===== config.mk =====
export PLATFORM = sky130hd
export DESIGN_NAME = hilo_muldiv_unit
export DESIGN_NICKNAME = d
export VERILOG_FILES = /design/src/rtl/hilo_muldiv_unit.sv
export SDC_FILE = /design/constraint.sdc
export NUM_CORES = 1
export LEC_CHECK = 0
export ABC_CLOCK_PERIOD_IN_PS = 4000
export BUFFER_PORTS_ARGS = -buffer_cell sky130_fd_sc_hd__buf_2
export CORE_MARGIN = 2
export CORE_UTILIZATION = 30
export CTS_CLUSTER_DIAMETER = 150
export CTS_CLUSTER_SIZE = 24
export DETAILED_ROUTE_END_ITERATION = 8
export SLEW_MARGIN = 20
export SYNTH_ARGS = -nofsm -noshare
export SYNTH_HDL_FRONTEND = slang
export SYNTH_SLANG_ARGS = --single-unit
export TNS_END_PERCENT = 5

===== constraint.sdc =====
create_clock -name clk -period 4 [get_ports clk]
set_clock_uncertainty 0.2 [all_clocks]
set_input_delay 0.8 -clock clk [delete_from_list [all_inputs] [get_ports clk]]
set_output_delay 0.8 -clock clk [all_outputs]
set_load 0.1 [all_outputs]

===== src/rtl/hilo_muldiv_unit.sv =====
// hilo_muldiv_unit
//   Multi-cycle multiply/divide engine for the execute stage. Owns the
//   architectural HI/LO registers, runs MULT/MULTU/DIV/DIVU over 32
//   iterations, and services MTHI/MTLO writes in a single cycle.
//
// Ports
//   clk         clock, rising-edge
//   resetn      asynchronous active-low reset
//   start       operation request
//   alucontrol  8-bit EXE_*_OP code
//   a, b        rs / rt operands
//   annul       flush; aborts an in-flight op or suppresses a request
//   busy        engine occupied (registered), pipeline must stall
//   done        one-cycle pulse, hi/lo hold the new result
//   hi, lo      architectural HI / LO
//
// state | meaning
// ------+--------------------------------------------------------------
// IDLE  | waiting for a request; MTHI/MTLO are written here
// MUL   | shift-add multiply, one multiplier bit per edge
// DIV   | restoring divide, one quotient bit per edge
// FIN   | sign fix-up and HI/LO write (skipped write for zero divisor)

module hilo_muldiv_unit #(
  parameter int DW = 32
) (
  input  logic          clk,
  input  logic          resetn,
  input  logic          start,
  input  logic [7:0]    alucontrol,
  input  logic [DW-1:0] a,
  input  logic [DW-1:0] b,
  input  logic          annul,
  output logic          busy,
  output logic          done,
  output logic [DW-1:0] hi,
  output logic [DW-1:0] lo
);

  localparam logic [7:0] EXE_MTHI_OP  = 8'b0001_0001;
  localparam logic [7:0] EXE_MTLO_OP  = 8'b0001_0011;
  localparam logic [7:0] EXE_MULT_OP  = 8'b0001_1000;
  localparam logic [7:0] EXE_MULTU_OP = 8'b0001_1001;
  localparam logic [7:0] EXE_DIV_OP   = 8'b0001_1010;
  localparam logic [7:0] EXE_DIVU_OP  = 8'b0001_1011;

  typedef enum logic [1:0] {IDLE, MUL, DIV, FIN} state_t;

  state_t           state;
  logic [4:0]       counter;
  // MUL: {partial product, remaining multiplier bits}
  // DIV: {partial remainder, dividend bits shifting into quotient}
  logic [2*DW-1:0]  acc;
  logic [DW-1:0]    opb;      // multiplicand or divisor magnitude
  logic             neg_q;    // negate product / quotient
  logic             neg_r;    // negate remainder
  logic             op_div;
  logic             skip_wr;  // zero divisor: leave HI/LO untouched

  logic             is_mul, is_div, is_signed;
  logic [DW-1:0]    a_mag, b_mag;

  always_comb begin
    is_mul    = (alucontrol == EXE_MULT_OP) || (alucontrol == EXE_MULTU_OP);
    is_div    = (alucontrol == EXE_DIV_OP)  || (alucontrol == EXE_DIVU_OP);
    is_signed = (alucontrol == EXE_MULT_OP) || (alucontrol == EXE_DIV_OP);
    a_mag     = (is_signed && a[DW-1]) ? -a : a;
    b_mag     = (is_signed && b[DW-1]) ? -b : b;
  end

  logic [DW:0]     mul_sum;
  logic [DW:0]     div_shift;
  logic            div_fits;
  logic [DW-1:0]   div_rem;
  logic [2*DW-1:0] acc_next;

  always_comb begin
    mul_sum   = {1'b0, acc[2*DW-1:DW]} + {1'b0, (acc[0] ? opb : {DW{1'b0}})};
    div_shift = {acc[2*DW-1:DW], acc[DW-1]};
    div_fits  = (div_shift >= {1'b0, opb});
    // When the divisor fits the difference is below the divisor, so the
    // low DW bits of the subtraction are exact.
    div_rem   = div_fits ? (div_shift[DW-1:0] - opb) : div_shift[DW-1:0];
    if (state == DIV) acc_next = {div_rem, acc[DW-2:0], div_fits};
    else              acc_next = {mul_sum, acc[DW-1:1]};
  end

  logic [2*DW-1:0] prod_res;
  logic [DW-1:0]   quot_res, rem_res;

  always_comb begin
    prod_res = neg_q ? -acc : acc;
    quot_res = neg_q ? -acc[DW-1:0] : acc[DW-1:0];
    rem_res  = neg_r ? -acc[2*DW-1:DW] : acc[2*DW-1:DW];
  end

  always_ff @(posedge clk or negedge resetn) begin
    if (!resetn) begin
      state   <= IDLE;
      counter <= '0;
      acc     <= '0;
      opb     <= '0;
      neg_q   <= 1'b0;
      neg_r   <= 1'b0;
      op_div  <= 1'b0;
      skip_wr <= 1'b0;
      busy    <= 1'b0;
      done    <= 1'b0;
      hi      <= '0;
      lo      <= '0;
    end else begin
      done <= 1'b0;
      case (state)
        IDLE: begin
          if (start && !annul) begin
            if (is_mul || is_div) begin
              neg_q   <= is_signed && (a[DW-1] ^ b[DW-1]);
              neg_r   <= is_signed && a[DW-1];
              op_div  <= is_div;
              busy    <= 1'b1;
              counter <= 5'd31;
              if (is_mul) begin
                acc     <= {{DW{1'b0}}, b_mag};
                opb     <= a_mag;
                skip_wr <= 1'b0;
                state   <= MUL;
              end else if (b == '0) begin
                skip_wr <= 1'b1;
                state   <= FIN;
              end else begin
                acc     <= {{DW{1'b0}}, a_mag};
                opb     <= b_mag;
                skip_wr <= 1'b0;
                state   <= DIV;
              end
            end else if (alucontrol == EXE_MTHI_OP) begin
              hi <= a;
            end else if (alucontrol == EXE_MTLO_OP) begin
              lo <= a;
            end
          end
        end
        MUL, DIV: begin
          if (annul) begin
            state <= IDLE;
            busy  <= 1'b0;
          end else begin
            acc     <= acc_next;
            counter <= counter - 5'd1;
            if (counter == 5'd0) state <= FIN;
          end
        end
        FIN: begin
          state <= IDLE;
          busy  <= 1'b0;
          if (!annul) begin
            done <= 1'b1;
            if (!skip_wr) begin
              if (op_div) begin
                hi <= rem_res;
                lo <= quot_res;
              end else begin
                hi <= prod_res[2*DW-1:DW];
                lo <= prod_res[DW-1:0];
              end
            end
          end
        end
        default: begin
          state <= IDLE;
          busy  <= 1'b0;
        end
      endcase
    end
  end

endmodule


==> impl_metrics.py, run 1 <==
metrics = {
    "outcome": {
        "outcome": "finished, final reports clean",
    },
    "power": {
        "seq_power_share_pct": 21.0,
        "max-vdd-ir-drop_v": 0.000453,
        "p_int_mw": 6.23,
        "leakagePower_nw": 8.10,
        "power_density_nw_per_um2": 809,
        "p_switching_mw": 8.32,
        "p_clk_share_pct": 12.3,
        "comb_power_share_pct": 66.7,
        "p_sw_share_pct": 57.2,
    },
    "route": {
        "wl_per_cell_um": 22.1,
        "via_per_inst": 5.69,
        "drt_iter0_markers": 1595,
        "drt-total-wl_mm": 62.7,
        "antenna_left": 0,
        "drcViolationCount": 0,
        "first_pass_iters": 5,
        "vias": 16100,
    },
    "synth": {
        "syn_avg_cell_area_um2": 7.69,
        "synth.distinct_cells": 85,
        "netlist_area_um2": 15500,
        "synthTopCellsByArea": "dfrtp_1 28%, o21ai_0 7.2%, ha_1 5.9%, nand2_1 5.7%, a21oi_1 5.2%",
        "synth_edf_count": 0,
        "async_reset_ff_share_pct": 100,
        "syn_inst": 2012,
        "yosys_warnings": 0,
        "syn-num-nets": 2163,
        "ys.flop_type": "dfrtp_1",
        "synth.largest_area_cell": "dfrtp_1",
        "synth_seq_cells": 173,
        "yosysTopAreaCellShare_pct": 28.0,
        "synth.yosys.seq_area_share_pct": 28.0,
    },
    "clocking": {
        "clk_pin_slew_ns": 0.07,
        "htreeDepth": 4,
        "cts_sinks": 173,
        "numCtsBuffers": 17,
        "cts_hold_buffers": 0,
        "cts_resized": 0,
        "cts_max_path_buffers": 2,
        "root_buffer": "clkbuf_16",
        "cts_tree": "built",
        "clk-insertion-delay-late_ns": 0.46,
        "cts_setup_buffers": 0,
    },
    "placed_design": {
        "numPortBuffers": 141,
        "post-dp-hpwl_mm": 50.0,
        "place_inst": 2802,
        "pre_cts_ws_ns": 0.171,
        "globalplace.congestion": 0.977,
    },
    "setup_path": {
        "worst_ep_arrival_time_ns": 3.89,
        "worstSetupStartpointType": "flip-flop",
        "path_class": "reg2reg",
        "cp_cell_sequence": "and2_1 > ha_1 > inv_1 > fa_1 > nand2b_1 > a21oi_1 > o21ai_1 > o211ai_1 > a221o_1 > nand3_1 > a21boi_0 > o311ai_0 > a211oi_1",
        "cp-end-kind": "flip-flop",
        "rr_startpoint": "opb[0]$_DFFE_PN0P_",
        "critPathMaxFanout": 3,
        "rr_worst_depth": 13,
        "slowest_stage": "o211ai_1",
        "worst_r2r_endpoint": "acc[63]$_DFFE_PN0P_",
        "max_stage_delay_ns": 0.45,
        "r2r_slack_ns": 0.27,
        "cp.required_ns": 4.17,
    },
    "final_layout": {
        "drive_gt1_share_pct": 15.2,
        "final_nets": 2292,
        "area_growth_pct": 16.2,
        "num-fill-cells": 5391,
        "final_cells": 2838,
    },
    "run": {
        "max_cap_viol_count": 0,
    },
    "sta": {
        "rsz0062_at_grt": "false",
        "setup_slack_ns": 0.274,
        "finalHoldViolCount": 0,
        "slew_headroom_pct": 34.5,
        "setup-tns-final_ns": 0,
        "setup_viol": 0,
        "report.final.slew_viol_count": 0,
        "fmax_mhz": 268,
        "worst_pin_slew_ns": 0.983,
        "whs_ns": 0.179,
        "period_needed_ns": 3.73,
        "min_period_over_period_pct": 93.2,
    },
    "grt": {
        "grt_util_all_layers_pct": 23.0,
        "antenna_found_initial": 9,
        "grt_start_max_net_pins": 96,
        "grt_pass1_wl_mm": 93.2,
        "grt_pass1_vias": 15000,
        "gr-total-overflow": 0,
    },
    "worst_hold_path": {
        "holdCritPathClass": "in2async",
    },
    "floorplanning": {
        "start_util_pct": 30.2,
        "die_area_um2": 53400,
        "die_w_um": 231,
        "std_cell_rows": 83,
        "core_um2": 51200,
        "die_y_um": 231,
        "io_pins": 142,
    },
}
-- worst max path at each step --
stage	cells after the start	startpoint	slack (ns)	endpoint
after floorplan	13	acc[0]$_DFFE_PN0P_	0.41	acc[53]$_DFFE_PN0P_
after global placement	12	b[0]	0.21	acc[20]$_DFFE_PN0P_
after detailed placement	12	b[0]	0.17	acc[30]$_DFFE_PN0P_
after CTS	13	opb[0]$_DFFE_PN0P_	0.33	acc[53]$_DFFE_PN0P_
after global routing	13	opb[0]$_DFFE_PN0P_	0.05	acc[53]$_DFFE_PN0P_
final	13	opb[0]$_DFFE_PN0P_	0.27	acc[63]$_DFFE_PN0P_
-- cell families (layout without fill, tap and decap cells) --
kind of cell             after synthesis  count (layout)  synth area share [%]
AO/OA/AOI/OAI                        673             673                  26.8
XOR/XNOR                             174             174                  9.85
adder cells (fa/ha/maj)               75              75                  6.16
buffers and inverters                196             338                  4.90
flip-flops                           173             173                  28.0
multiplexers                          62              62                  4.24
other                                  0               4                     0
AND/OR/NAND/NOR                      659             659                  20.1
-- state kept, by name (all words and copies together), names as in the netlist --
register / count
acc: 64
busy: 1
counter: 5
done: 1
hi: 32
lo: 32
neg_q: 1
neg_r: 1
op_div: 1
opb: 32
skip_wr: 1
state: 2
-- through the flow --
| stage | utilization, % | cell area, µm² | power (mW) |
|---|---|---|---|
| final | 35.1 | 18000 | 14.6 |
| after detailed placement | 33.9 | 17400 | 12.6 |
| after global placement | 33.9 | 17400 | 12.6 |
| after CTS | 35.1 | 18000 | 14.4 |
| after floorplan | - | 15500 | 9.90 |
| after global routing | 35.1 | 18000 | 15.3 |
-- cell usage after synthesis, drive strengths merged (7+ instances only) --
library cell and number:
a211oi 41, a21o 40, a21oi 162, a221oi 9
a22oi 20, a31oi 16, and2 8, and3 9
buf 25, clkbuf 97, dfrtp 173, ha 73
inv 74, mux2 28, mux2i 34, nand2 237
nand2b 18, nand3 32, nand4 24, nor2 185
nor2b 15, nor3 45, nor4 18, o211ai 14
o21a 7, o21ai 244, o21bai 19, o31ai 34
o41ai 14, or2 10, or3 24, or4 16
xnor2 91, xor2 83
-- layer usage --
metal  up-vias  global-route usage, %  share of wire (%)
li1       7529                      -                  -
met2       698                   34.5                 43
met5         -                      0              0.056
met4         6                   7.94                3.2
met3        99                   5.91                8.9
met1      7806                   32.0                 45
-- placed cells by master (no fill, tap or decap), types with 9 or more instances in the layout --
| cell type | netlist | layout |
|---|---|---|
| a211oi_1 | 41 | 41 |
| a21o_1 | 40 | 39 |
| a21oi_1 | 162 | 162 |
| a22oi_1 | 20 | 20 |
| a31oi_1 | 16 | 16 |
| and3_1 | 9 | 9 |
| buf_2 | 12 | 140 |
| buf_4 | 0 | 84 |
| clkbuf_16 | 0 | 17 |
| dfrtp_1 | 173 | 173 |
| ha_1 | 73 | 70 |
| inv_1 | 74 | 74 |
| mux2_2 | 28 | 28 |
| mux2i_1 | 34 | 34 |
| nand2_1 | 235 | 235 |
| nand2b_1 | 18 | 18 |
| nand3_1 | 32 | 31 |
| nand4_1 | 23 | 23 |
| nor2_1 | 184 | 183 |
| nor2b_1 | 15 | 15 |
| nor3_1 | 44 | 44 |
| nor4_1 | 17 | 17 |
| o211ai_1 | 14 | 14 |
| o21ai_0 | 222 | 222 |
| o21ai_1 | 22 | 21 |
| o21bai_1 | 19 | 19 |
| o31ai_1 | 34 | 34 |
| o41ai_1 | 12 | 12 |
| or3_1 | 24 | 24 |
| or4_1 | 14 | 14 |
| xnor2_1 | 91 | 91 |
| xor2_1 | 83 | 83 |
-- worst max-delay path, delay by kind of cell, from the launching register on --
kind | cells | cell delay [ns]
simple gates | 3 | 0.45
flops | 1 | 0.41
compound gates | 7 | 1.89
fa+ha+maj | 2 | 0.59
buf+inv | 1 | 0.07
-- cell type report --
class / instances / area [µm²] / area share, %
well taps: 680 / 851 / 4.73
inverters: 74 / 278 / 1.54
flip-flops and latches: 173 / 4330 / 24.1
clock buffers: 19 / 453 / 2.52
diodes: 4 / 10.0 / 0.0556
clock inverters: 13 / 151 / 0.842
multi-input cells: 1643 / 10400 / 58.0
repair buffers: 232 / 1480 / 8.24
-- power by group through the flow --
stage | sequential (mW) | clock [mW] | combinational (mW)
floorplan | 5.13 | 0 | 4.77
global placement | 3.03 | 0 | 9.53
detailed placement | 3.06 | 0 | 9.56
CTS | 3.02 | 1.81 | 9.59
global route | 3.11 | 1.89 | 10.4
finish | 3.06 | 1.80 | 9.71
No activity file was read; power rests on OpenSTA's default activity.
==> run 2: changes to the inputs <==
--- a/config.mk
+++ b/config.mk
@@ -7,11 +7,14 @@
 export LEC_CHECK = 0
 export ABC_CLOCK_PERIOD_IN_PS = 4000
 export BUFFER_PORTS_ARGS = -buffer_cell sky130_fd_sc_hd__buf_2
+export CELL_PAD_IN_SITES_DETAIL_PLACEMENT = 0
+export CELL_PAD_IN_SITES_GLOBAL_PLACEMENT = 2
 export CORE_MARGIN = 2
 export CORE_UTILIZATION = 30
 export CTS_CLUSTER_DIAMETER = 150
 export CTS_CLUSTER_SIZE = 24
 export DETAILED_ROUTE_END_ITERATION = 8
+export PLACE_DENSITY_LB_ADDON = 0.1
 export SLEW_MARGIN = 20
 export SYNTH_ARGS = -nofsm -noshare
 export SYNTH_HDL_FRONTEND = slang
==> impl_metrics.py, run 2 (synthesis gave the netlist of run 1 again) <==
metrics = {
    "setup_path": {
        "slowest_stage": "o21ai_0",
        "worst_ep_arrival_time_ns": 3.95,
        "critPathMostFrequentCell": "o21ai_0",
        "max_stage_delay_ns": 0.55,
        "worst_r2r_endpoint": "acc[0]$_DFFE_PN0P_",
        "critPathMaxFanout": 7,
        "path_class": "reg2reg",
        "critPathBufInv": 0,
        "crit_cells": 10,
        "cp_cell_sequence": "ha_1 > a21o_1 > a31oi_1 > o221a_2 > o21ai_0 > a211o_1 > nand3_1 > o211ai_1 > o21ai_0 > o21ai_0",
        "cp-end-kind": "flip-flop",
        "crit_family": "compound AO/OA/AOI/OAI gates",
        "critPathCapture": "acc[0]$_DFFE_PN0P_",
        "rr_startpoint": "acc[35]$_DFFE_PN0P_",
        "rr_worst_depth": 10,
        "worstSetupStartpointType": "flip-flop",
        "crit_path_start": "acc[35]$_DFFE_PN0P_",
        "r2r_slack_ns": 0.24,
        "cp.required_ns": 4.19,
    },
    "outcome": {
        "outcome": "finished, final reports clean",
    },
    "route": {
        "vias": 15600,
        "first_pass_iters": 5,
        "drcViolationCount": 0,
        "antenna_left": 0,
        "drt-total-wl_mm": 67.9,
        "drt_iter0_markers": 1285,
        "wl_per_cell_um": 23.9,
        "via_per_inst": 5.49,
    },
    "placed_design": {
        "post-dp-hpwl_mm": 54.1,
        "globalplace.congestion": 0.854,
        "pre_cts_ws_ns": 0.186,
        "numPortBuffers": 141,
        "place_inst": 2804,
    },
    "sta": {
        "setup-tns-final_ns": 0,
        "finalHoldViolCount": 0,
        "min_period_over_period_pct": 94.0,
        "setup_slack_ns": 0.241,
        "setup_viol": 0,
        "worst_pin_slew_ns": 0.968,
        "slew_headroom_pct": 33.6,
        "fmax_mhz": 266,
        "period_needed_ns": 3.76,
        "rsz0062_at_grt": "false",
        "report.final.slew_viol_count": 0,
    },
    "floorplanning": {
        "core_um2": 51200,
        "die_y_um": 231,
        "io_pins": 142,
        "die_area_um2": 53400,
        "start_util_pct": 30.2,
        "die_w_um": 231,
        "std_cell_rows": 83,
    },
    "power": {
        "seq_power_share_pct": 21.0,
        "p_sw_share_pct": 58.2,
        "p_switching_mw": 8.47,
        "power_density_nw_per_um2": 810,
        "p_int_mw": 6.08,
        "comb_power_share_pct": 66.9,
        "leakagePower_nw": 8.08,
        "max-vdd-ir-drop_v": 0.000355,
        "p_clk_share_pct": 12.1,
    },
    "final_layout": {
        "largest_reg_flops": 64,
        "drive_gt1_share_pct": 15.3,
        "top_register": "acc",
        "final_cells": 2837,
        "area_growth_pct": 16.0,
        "final_cell_mix": "234 x nand2_1, 222 x o21ai_0, 182 x nor2_1",
        "final_common_cell": "nand2_1",
        "final_nets": 2294,
        "fin_util_pct": 35.1,
    },
    "clocking": {
        "clk-insertion-delay-late_ns": 0.52,
        "clk_pin_slew_ns": 0.08,
        "numCtsBuffers": 17,
        "htreeDepth": 4,
        "cts_max_path_buffers": 2,
        "cts_tree": "built",
        "cts_sinks": 173,
        "root_buffer": "clkbuf_16",
        "cts_setup_buffers": 0,
    },
    "grt": {
        "grt_start_max_net_pins": 79,
        "grt_pass1_wl_mm": 99.8,
        "grt_util_all_layers_pct": 25.4,
        "gr-total-overflow": 0,
        "grt_pass1_vias": 14700,
        "antenna_found_initial": 2,
    },
    "run": {
        "max_cap_viol_count": 0,
    },
    "worst_hold_path": {
        "holdCritPathClass": "in2async",
    },
}
[run 2: stage by stage]
| step | instance area [µm²] | hold WS, ns | power, mW |
|---|---|---|---|
| after floorplan | 15500 | 0.239 | 9.90 |
| after global placement | 17400 | 0.258 | 12.7 |
| after detailed placement | 17400 | 0.266 | 12.7 |
| after CTS | 17900 | 0.119 | 14.5 |
| after global routing | 18000 | 0.146 | 15.5 |
| final | 18000 | 0.104 | 14.5 |
[run 2: how the worst min path moves through the flow]
| stage | start | to | slack, ns | depth (start not counted) |
|---|---|---|---|---|
| CTS | resetn | acc[36]$_DFFE_PN0P_ | 0.12 | 1 |
| finish | resetn | acc[36]$_DFFE_PN0P_ | 0.10 | 1 |
| global route | resetn | acc[36]$_DFFE_PN0P_ | 0.15 | 1 |
| global placement | hi[31]$_DFFE_PN0P_ | hi[31]$_DFFE_PN0P_ | 0.26 | 2 |
| floorplan | opb[27]$_DFFE_PN0P_ | opb[27]$_DFFE_PN0P_ | 0.24 | 2 |
| detailed placement | hi[19]$_DFFE_PN0P_ | hi[19]$_DFFE_PN0P_ | 0.27 | 2 |
[run 2: repair_timing]
action / 4_1_cts / 5_1_grt
setup endpoints to repair: 0 / 4
hold buffers: 0 / 0
resized for setup: 0 / 2
[run 2: final cells by class]
type,count,area (µm²)
clock inverters,14,143
well taps,680,851
flip-flops and latches,173,4330
repair buffers,234,1490
inverters,74,278
fillers,5473,33200
clock buffers,18,429
multi-input cells,1643,10400
diodes,1,2.50
[run 2: power groups by stage]
stage               sequential, mW  clock (mW)  combinational [mW]
floorplan                     5.13           0                4.77
detailed placement            3.08           0                9.65
global route                  3.14        1.88                10.5
CTS                           3.05        1.81                9.68
global placement              3.07           0                9.67
finish                        3.06        1.77                9.72
[run 2: per-layer routing]
layer | vias up | track usage (%) | wire, µm
li1 | 7505 | - | -
met1 | 7577 | 36.8 | 33200
met2 | 424 | 38.1 | 29500
met3 | 72 | 4.07 | 3370
met4 | 0 | 8.85 | 1790
met5 | - | 0 | 0
